File: config.mk
export PLATFORM = sky130hd
export DESIGN_NAME = ext_unit_pipe
export DESIGN_NICKNAME = d
export VERILOG_FILES = /design/src/rtl/ext_unit_pipe.sv
export SDC_FILE = /design/constraint.sdc
export NUM_CORES = 1
export LEC_CHECK = 0
export CAP_MARGIN = 20
export CORE_MARGIN = 5
export CORE_UTILIZATION = 35
export CTS_CLUSTER_SIZE = 25
export DETAILED_ROUTE_END_ITERATION = 8
export GPL_ROUTABILITY_DRIVEN = 0
export PLACE_DENSITY = 0.67
export SKIP_CTS_REPAIR_TIMING = 1
export SYNTH_ARGS = -nofsm -noshare
export SYNTH_HDL_FRONTEND = slang
export SYNTH_SLANG_ARGS = --single-unit
File: constraint.sdc
create_clock -name clk -period 1.7 [get_ports clk]
set_input_delay 0.34 -clock clk [delete_from_list [all_inputs] [get_ports clk]]
set_output_delay 0.34 -clock clk [all_outputs]
set_load 0.05 [all_outputs]
File: src/rtl/ext_unit_pipe.sv
// Extract-and-extend unit: picks a byte/half/word field by byte offset, extends or places it,
// and buffers the result in a 2-entry FIFO with valid/ready handshakes on both sides.
module ext_unit_pipe #(
    parameter int unsigned DATA_WIDTH = 32
) (
    input  logic                            clk,
    input  logic                            reset_n,
    input  logic                            in_valid,
    output logic                            in_ready,
    input  logic [DATA_WIDTH-1:0]           in_data,
    input  logic [$clog2(DATA_WIDTH/8)-1:0] in_offset,
    input  logic [1:0]                      in_size,
    input  logic [1:0]                      in_mode,
    output logic                            out_valid,
    input  logic                            out_ready,
    output logic [DATA_WIDTH-1:0]           out_data,
    output logic                            out_err
);

    localparam int unsigned NBYTES = DATA_WIDTH / 8;

    typedef logic [DATA_WIDTH-1:0] word_t;

    int unsigned fw_bytes;
    int unsigned fw_bits;
    int unsigned off_bytes;
    word_t       shifted;
    word_t       mask;
    word_t       field;
    word_t       res_data;
    logic        sign_bit;
    logic        res_err;

    always_comb begin
        fw_bytes  = 32'd1 << in_size;
        fw_bits   = fw_bytes << 3;
        off_bytes = 32'(in_offset);
        shifted   = in_data >> (off_bytes << 3);
        mask      = (fw_bits >= DATA_WIDTH) ? '1 : ((word_t'(1) << fw_bits) - word_t'(1));
        field     = shifted & mask;
        sign_bit  = 1'b0;
        for (int unsigned i = 0; i < DATA_WIDTH; i++) begin
            if (i == fw_bits - 32'd1) sign_bit = shifted[i];
        end
        res_err = (fw_bits > DATA_WIDTH) ||
                  ((off_bytes & (fw_bytes - 32'd1)) != 32'd0) ||
                  (off_bytes + fw_bytes > NBYTES);
        res_data = '0;
        if (in_mode == 2'd3) begin
            res_err  = 1'b0;
            res_data = in_data;
        end else if (!res_err) begin
            case (in_mode)
                2'd0:    res_data = sign_bit ? (field | ~mask) : field;
                2'd1:    res_data = field;
                default: res_data = field << (DATA_WIDTH - fw_bits);
            endcase
        end
    end

    // FIFO storage; in_ready depends only on the registered count
    logic [1:0][DATA_WIDTH-1:0] mem_data_q;
    logic [1:0]                 mem_err_q;
    logic                       wr_ptr_q;
    logic                       rd_ptr_q;
    logic [1:0]                 count_q;
    logic [1:0]                 count_d;
    logic                       push;
    logic                       pop;

    assign in_ready  = (count_q != 2'd2);
    assign out_valid = (count_q != 2'd0);
    assign out_data  = mem_data_q[rd_ptr_q];
    assign out_err   = mem_err_q[rd_ptr_q];
    assign push      = in_valid && in_ready;
    assign pop       = out_valid && out_ready;

    always_comb begin
        count_d = count_q;
        if (push && !pop) begin
            count_d = count_q + 2'd1;
        end else if (pop && !push) begin
            count_d = count_q - 2'd1;
        end
    end

    always_ff @(posedge clk or negedge reset_n) begin
        if (!reset_n) begin
            mem_data_q <= '0;
            mem_err_q  <= '0;
            wr_ptr_q   <= 1'b0;
            rd_ptr_q   <= 1'b0;
            count_q    <= 2'd0;
        end else begin
            if (push) begin
                mem_data_q[wr_ptr_q] <= res_data;
                mem_err_q[wr_ptr_q]  <= res_err;
                wr_ptr_q             <= ~wr_ptr_q;
            end
            if (pop) begin
                rd_ptr_q <= ~rd_ptr_q;
            end
            count_q <= count_d;
        end
    end

endmodule

# Yosys cells after proc, flatten, opt, wreduce, memory -nomap -nowiden
# Cells that the tools add are included.
[word_totals]
regBits = 70
latchBits = 0
ramBits = 0
rom_bits = 0
elab_cells = 127
memories = 0
[classes]
add_sub_neg = 7
multipliers = 0
n_div = 0
order_cmp = 6
eq_ne = 34
n_shift = 4
n_mux = 50
n_bitwise = 6
n_reduce_logical = 14
[ops]
columns = ["op", "n"]
rows = [
  ["$eq 5x32->1 const A", 16],
  ["$eq 4x32->1 const A", 8],
  ["$mux 32", 7],
  ["$eq 3x32->1 const A", 4],
  ["$sub 32x1->32 const B", 3],
  ["$bwmux 64", 1],
  ["$eq 2x32->1 const A", 2],
  ["$pmux 32 s2", 1],
  ["$mux 1", 36],
  ["$add 2x32->32", 1],
  ["$and 2x32->32", 1],
  ["$and 32x32->32", 1],
  ["$demux 32 s1", 1],
  ["$eq 1x32->1 const A", 1],
  ["$ge 32x6->1 const B", 1],
  ["$gt 32x3->1 const B", 1],
  ["$gt 32x6->1 const B", 1],
  ["$logic_not 32->1", 1],
  ["$not 32->32", 1],
  ["$or 32x32->32", 1],
  ["$reduce_bool 32->1", 1],
  ["$shl 1x2->32 const A", 1],
  ["$shl 1x32->32 const A", 1],
  ["$shl 32x32->32", 1],
  ["other kinds (18)", 28],
]

# Logic depth before layout (Yosys ltp)
# Gate-level depths: netlist of run 1.
[logic_depth]
ltp_word = 40
ltp_mapped = 13
depth_no_buf = 9

# Worst setup path after synthesis of run 1
# No wires, ideal clock.
[synth_path]
path_type = "input-to-reg"
startpoint = "input port in_size[1]"
endpoint = "register mem_data_q[41] (netlist name)"
t_arrival_ns = 2.827
required_time_ns = 1.609
slack_ns = -1.218
path_stages = 12
path_cell_list = "buf_2 -> buf_2 -> nor2_1 -> inv_1 -> clkbuf_1 -> ha_1 -> nor2b_1 -> or2_2 -> clkbuf_1 -> a311oi_2 -> nand3_1 -> o221ai_1"
[synth_via]
elab_chain_cells = 40
[synth_lines]
columns = ["item", "line", "text"]
rows = [
  ["from (decl)", "12", "input logic [1:0] in_size,"],
  ["$shl 1x2->32 (*)", "35", "fw_bytes = 32'd1 << in_size;"],
  ["$sub 32x1->32", "43", "if (i == fw_bits - 32'd1) sign_bit = shifted[i];"],
  ["$logic_not 32->1", "43", ""],
  ["$mux 1 (32 in a row)", "43", ""],
  ["$mux 32", "54", "2'd0: res_data = sign_bit ? (field | ~mask) : field;"],
  ["$pmux 32 s2", "53", "case (in_mode)"],
  ["$mux 32 (*)", "52", "end else if (!res_err) begin"],
  ["$mux 32 (*)", "49", "if (in_mode == 2'd3) begin"],
  ["$bwmux 64 (*)", "96", "mem_data_q[wr_ptr_q] <= res_data;"],
  ["to (signal, indexed assignment)", "96", ""],
  ["to (decl)", "62", "logic [1:0][DATA_WIDTH-1:0] mem_data_q;"],
]
# Every way passes the cells marked *; elsewhere a longest branch is shown, timed or not.
# A chain may end at the register's enable or synchronous reset.

# Final worst setup path of run 1
[layout_path]
startpoint = "input port in_size[1]"
endpoint = "register mem_data_q[50] (netlist name)"
# Same word-level chain as after synthesis.

==> impl_metrics.toml, run 1 <==
[drt]
wl_um = 19200
wl_per_cell_um = 21.3
viasPerCell = 6.01
drc = 0
final_antenna_net_count = 0
drt-pass1-iter-count = 6
detail_route.iter0.violations = 747
dr_total_vias = 5416

[place]
dp_hpwl_um = 13400
place_area_mm2 = 0.00718
pre_cts_ws_ns = -1.44
dp.cells = 872
port_buffers = 76

[cells_and_area]
drive_gt1_frac = 0.418
final_cell_mix = "93 x buf_4, 74 x nand2_1, 69 x dfrtp_1"
final_common_cell = "buf_4"
num_antenna_cells = 0
final_cells = 901
area_growth_pct = 61.1
design_area_mm2 = 0.00826
final_nets = 761

[sta]
rsz0062_at_grt = "yes"
fin_crit_sh = 1.41
setup_slack_ns = -0.690
tightest_slew_ns = 0.732
fmax_mhz = 418
setup_tns_ns = -40.54
slew_violations = 0
min_period_ns = 2.39
hold_viol = 0
relSlewSlack = 0.510
skew_ns = 0.00872
setup-violations-final = 99

[yosys]
synth_enable_flop_cells = 0
synth_seq_cells = 70
synthDistinctLibCells = 63
yosys_warnings = 0
syn_area_per_cell_um2 = 9.20
syn-num-nets = 605
syn_area_mm2 = 0.00513
ys_seq_area_frac = 0.342
ys_async_sr_fraction = 1.00
synth_top_flop_cell = "dfrtp_1"
syn_inst = 557

[clocking]
cts_tree = "built"
clock_path_buffers = 2
cts.reportedPaths.clkPinSlew_ns = 0.06
clock_sinks = 70
cts_buffers = 9
root_buffer = "clkbuf_16"
insertion_delay_ns = 0.35
htreeDepth = 3

[die]
start_util = 0.355
num_rows = 44
design.core.area_mm2 = 0.0144
die_area_mm2 = 0.0172
pin_count = 77
die_w_um = 131
die_y_um = 131

[run_status]
status = "finished, violations left"
violations = "negative setup slack"

[worst_setup_path]
path_cells = "buf_8, nor2_4, ha_4, inv_2, fa_2, nand2b_1, a32o_2, or3_4, buf_12, o31ai_4, mux2_4"
timing.critical_path.fanout_max = 5
crit_type = "primary input to register"
path_buf_inv = 3
worstPathRequired_ns = 1.98
critPathLaunchType = "primary input"
cp_slowest_cell = "fa_2"
critical-path-top-delay-family = "adder cells"
max_stage_delay_ns = 0.51
worstSetupEndpointType = "register"
arrival_ns = 2.67

[global_route]
grt_pass1_wl_um = 27900
antenna_found_initial = 0
grt_max_degree = 71
grt_use_total = 0.209
grt_pass1_vias = 5283
grt_overflow = 0

[flow_run]
drv_cap = 0

[min_path]
hold_path.class = "primary input to async pin"

[pwr]
powerDensity_mw_per_mm2 = 1660
p_leak_nw = 3.54
ir_drop_uv = 1340
[report_power, final]
| group | leakage, nW | total (W) | internal, W | switching (W) |
|---|---|---|---|---|
| Clock | 0.139 | 0.00186 | 0.00113 | 0.000734 |
| Sequential | 0.891 | 0.00295 | 0.00245 | 0.000498 |
| Combinational | 2.51 | 0.00891 | 0.00449 | 0.00442 |
[per-layer routing]
layer	GRT usage	routed length [um]	vias up
met4	0.111	841	0
met5	0	0	-
met2	0.325	9090	307
met1	0.275	7750	2628
li1	-	-	2401
met3	0.0423	1550	80
[layout make-up]
type / instances / area (um^2)
clock inverter: 4 / 48.8
clock buffer: 11 / 233
fill: 1162 / 6170
sequential: 70 / 1750
inverter: 12 / 45.0
timing repair buffer: 191 / 2220
tap: 184 / 230
multi-input combinational: 429 / 3730
[synth_stat cells (5+ instances only)]
| library cell | count | area [um^2] |
|---|---|---|
| and3_1 | 5 | 31.3 |
| o31ai_1 | 7 | 52.6 |
| nor2_1 | 40 | 150 |
| nand2_1 | 75 | 282 |
| buf_2 | 13 | 65.1 |
| clkbuf_1 | 26 | 97.6 |
| nand2b_1 | 12 | 75.1 |
| o21ai_0 | 28 | 140 |
| dfrtp_1 | 70 | 1750 |
| o211ai_1 | 13 | 97.6 |
| nor3_1 | 9 | 45.0 |
| a32oi_1 | 13 | 114 |
| nor2b_1 | 6 | 37.5 |
| inv_1 | 12 | 45.0 |
| ha_1 | 5 | 62.6 |
| a31oi_1 | 23 | 144 |
| a21oi_1 | 19 | 95.1 |
| mux4_2 | 8 | 180 |
| nand3_1 | 12 | 60.1 |
| a31o_2 | 6 | 52.6 |
| o221ai_1 | 8 | 70.1 |
| a211oi_1 | 10 | 75.1 |
| mux2_2 | 54 | 608 |
| mux2i_1 | 20 | 200 |
[through the flow]
step / hold WS [ns] / util / total power, W
final: 0.00221 / 0.572 / 0.0137
after global routing: 0.0477 / 0.572 / 0.0143
after CTS: 0.0342 / 0.517 / 0.0126
after detailed placement: 0.396 / 0.498 / 0.0107
after global placement: 0.379 / 0.498 / 0.0105
after floorplan: 0.0444 / - / 0.00708
[worst paths after layout]
| path | cells past startpoint | endpoint | slack, ns | start |
|---|---|---|---|---|
| max reg2reg | 7 | count_q[1] | 0.14 | count_q[0] |
| min reg2reg | 2 | mem_data_q[32] | 0.48 | mem_data_q[32] |
| max | 11 | mem_data_q[50] | -0.69 | in_size[1] |
| max in group asynchronous | 2 | mem_data_q[15] | 1.36 | reset_n |
| min | 2 | mem_data_q[61] | 0.002 | reset_n |
| min in group clk | 2 | mem_data_q[32] | 0.48 | mem_data_q[32] |
[cell families (layout without fill, tap and decap cells)]
family / after synthesis / in the layout / synth area share
AOI/OAI and AO/OA: 158 / 158 / 0.226
DFF: 70 / 70 / 0.342
xor gates and xnor gates: 7 / 7 / 0.0134
muxes: 82 / 82 / 0.193
buffers and inverters: 58 / 218 / 0.0500
adders and majority gates: 6 / 6 / 0.0161
and+or+nand+nor: 176 / 176 / 0.160
[state kept, by name (all words and copies together) (netlist names)]
register	count
mem_data_q	64
count_q	2
mem_err_q	2
rd_ptr_q	1
wr_ptr_q	1
No activity file was read; power rests on OpenSTA's default activity.
==> run 2, diff against run 1 <==
--- a/config.mk
+++ b/config.mk
@@ -5,6 +5,7 @@
 export SDC_FILE = /design/constraint.sdc
 export NUM_CORES = 1
 export LEC_CHECK = 0
+export ABC_AREA = 1
 export CAP_MARGIN = 20
 export CORE_MARGIN = 5
 export CORE_UTILIZATION = 35
==> constraint.sdc (replaced) <==
create_clock -name clk -period 1.7 [get_ports clk]
set_input_delay 0.51 -clock clk [delete_from_list [all_inputs] [get_ports clk]]
set_output_delay 0.51 -clock clk [all_outputs]
set_load 0.05 [all_outputs]
==> run 2 against run 1 <==
  * Design area grew 3.7%
  * Area after synthesis up 3.5%
  * The run still ends with negative setup slack left
  * Critical endpoint is now mem_data_q[16]
  * Sequential share of layout area fell by 0.76 points
  * Clock skew is 0.0023 ns lower
  * Die area rose by 3.2%
  * Via count increased by 18%
  * Hold slack improved by 0.068 ns
  * Critical path depth rose by 3
  * Largest cell class unchanged
  * Power is 0.95% lower
==> impl_metrics.toml, run 2 <==
[pwr]
ir_drop_uv = 850
power_frac_comb = 0.618
powerDensity_mw_per_mm2 = 1590
intPower_w = 0.00728
clockPowerShare = 0.149
p_leak_nw = 4.50
netSwitchingPower_w = 0.00631
pwr-share-seq = 0.233
switching_share = 0.464

[worst_setup_path]
timing.critical_path.fanout_max = 5
crit_type = "primary input to register"
arrival_ns = 2.43
ff2ff_path_depth = 8
worstPathRequired_ns = 1.97
worstSetupEndpointType = "register"
critPathLaunchType = "primary input"

[global_route]
grt_max_degree = 49
grt_overflow = 0
grt_use_total = 0.208
grt_pass1_wl_um = 30300
grt_pass1_vias = 6208
antenna_found_initial = 0

[clocking]
cts_buffers = 9
root_buffer = "clkbuf_16"
clock_sinks = 70
cts_tree = "built"
clock_path_buffers = 2
htreeDepth = 3
cts.reportedPaths.clkPinSlew_ns = 0.05
insertion_delay_ns = 0.34

[die]
die_y_um = 133
design.core.area_mm2 = 0.0150
die_w_um = 133
num_rows = 45
pin_count = 77
start_util = 0.353
die_area_mm2 = 0.0177

[sta]
setup-violations-final = 99
min_period_ns = 2.16
hold_viol = 0
relSlewSlack = 0.660
setup_slack_ns = -0.460
fmax_mhz = 463
skew_ns = 0.00646
rsz0062_at_grt = "yes"
fin_crit_sh = 1.27
tightest_slew_ns = 0.508
slew_violations = 0

[run_status]
violations = "negative setup slack"
status = "finished, violations left"

[cells_and_area]
area_growth_pct = 61.4
multi_input_area_mm2 = 0.00386
seq_area_mm2 = 0.00175
drive_gt1_frac = 0.332
largest-register = "mem_data_q"
fillers = 1353
utilization = 0.570
design_area_mm2 = 0.00856
num_antenna_cells = 0
final_common_cell = "nand2_1"
final_nets = 1089
largest_reg_flops = 64
reg_top3 = "mem_data_q: 64 flops, count_q: 2 flops, mem_err_q: 2 flops"
final_cell_mix = "391 x nand2_1, 111 x buf_4, 79 x nand3_1"

[drt]
viasPerCell = 5.19
drt-pass1-iter-count = 5
wl_per_cell_um = 16.2
drc = 0
detail_route.iter0.violations = 687
final_antenna_net_count = 0
wl_um = 20000
dr_total_vias = 6405

[place]
place_area_mm2 = 0.00717
pre_cts_ws_ns = -1.24
port_buffers = 76
dp_hpwl_um = 14000

[yosys]
synth_enable_flop_cells = 0
yosysMostFrequentCell = "nand2_1"
synth_top_flop_cell = "dfrtp_1"
synth_top_area_share = 0.342
synth_area_leader_cell = "nand2_1"
syn_area_per_cell_um2 = 6.13
yosys_warnings = 0
synth_commonest_cells = "484 x nand2_1, 84 x nand3_1, 70 x dfrtp_1"
ys_top_cells_by_area = "nand2_1 34%, dfrtp_1 33%, nand3_1 7.9%"
syn_area_mm2 = 0.00531
ys_seq_area_frac = 0.330
syn_inst = 865
ys_async_sr_fraction = 1.00
syn-num-nets = 913
synthDistinctLibCells = 35
synth_seq_cells = 70

[flow_run]
drv_cap = 0

[min_path]
hold_path.class = "primary input to async pin"
[run 2: path summary, 6_finish.rpt]
kind                                startpoint        endpoint  slack [ns]
worst max-delay path                in_size[1]  mem_data_q[16]       -0.46
worst min-delay path                   reset_n  mem_data_q[36]        0.07
worst max register to register      count_q[0]      count_q[1]        0.14
worst min register to register  mem_data_q[60]  mem_data_q[60]        0.48
max in group asynchronous              reset_n  mem_data_q[59]        1.06
min in group clk                mem_data_q[60]  mem_data_q[60]        0.48
[run 2: layout make-up]
type / instances / area share
multi-input combinational: 706 / 0.450
timing repair buffer: 211 / 0.260
sequential: 70 / 0.205
clock buffer: 12 / 0.0288
tap: 188 / 0.0275
inverter: 43 / 0.0203
clock inverter: 4 / 0.00818
[run 2: power groups by stage]
| stage | logic [W] | registers (W) | clock network, W |
|---|---|---|---|
| floorplan | 0.00412 | 0.00280 | 0 |
| global placement | 0.00623 | 0.00288 | 0 |
| detailed placement | 0.00629 | 0.00291 | 0 |
| CTS | 0.00632 | 0.00290 | 0.00205 |
| global route | 0.00887 | 0.00326 | 0.00211 |
| finish | 0.00840 | 0.00316 | 0.00203 |
[run 2: cell families after synthesis]
| group | count (synthesis) | synth area share |
|---|---|---|
| AND/OR/NAND/NOR | 602 | 0.463 |
| AO/OA/AOI/OAI | 94 | 0.108 |
| buffers and inverters | 90 | 0.0783 |
| flip-flops | 70 | 0.330 |
| adder cells (fa/ha/maj) | 6 | 0.0156 |
| XOR/XNOR | 3 | 0.00495 |
[run 2: per-layer routing]
metal  share of wire  up-vias  global-route usage
li1                -     3095                   -
met1            0.44     3010               0.277
met2            0.47      253               0.351
met3           0.064       47              0.0295
met4           0.026        0              0.0646
met5               0        -                   0
[run 2: worst max-delay path, cell delays in order]
cell,delay (ns)
buf_8,0.11
nor2_4,0.15
ha_4,0.15
inv_2,0.03
fa_1,0.49
nand2_2,0.07
nand3_4,0.09
nand4_4,0.20
buf_4,0.21
a21oi_1,0.12
nand2_1,0.08
nand2_2,0.10
nand2_1,0.06
nand2_1,0.05
[run 2: per-stage QoR]
stage	hold slack (ns)	cells	power, W	TNS [ns]
2_1_floorplan	0.214	865	0.00693	-41.04
3_3_place_gp	0.418	1208	0.00911	-73.95
3_5_place_dp	0.420	1208	0.00920	-77.23
4_1_cts	0.0624	1224	0.0113	-60.34
5_1_grt	0.0779	1234	0.0142	-40.01
6_report	0.0701	1234	0.0136	-32.01
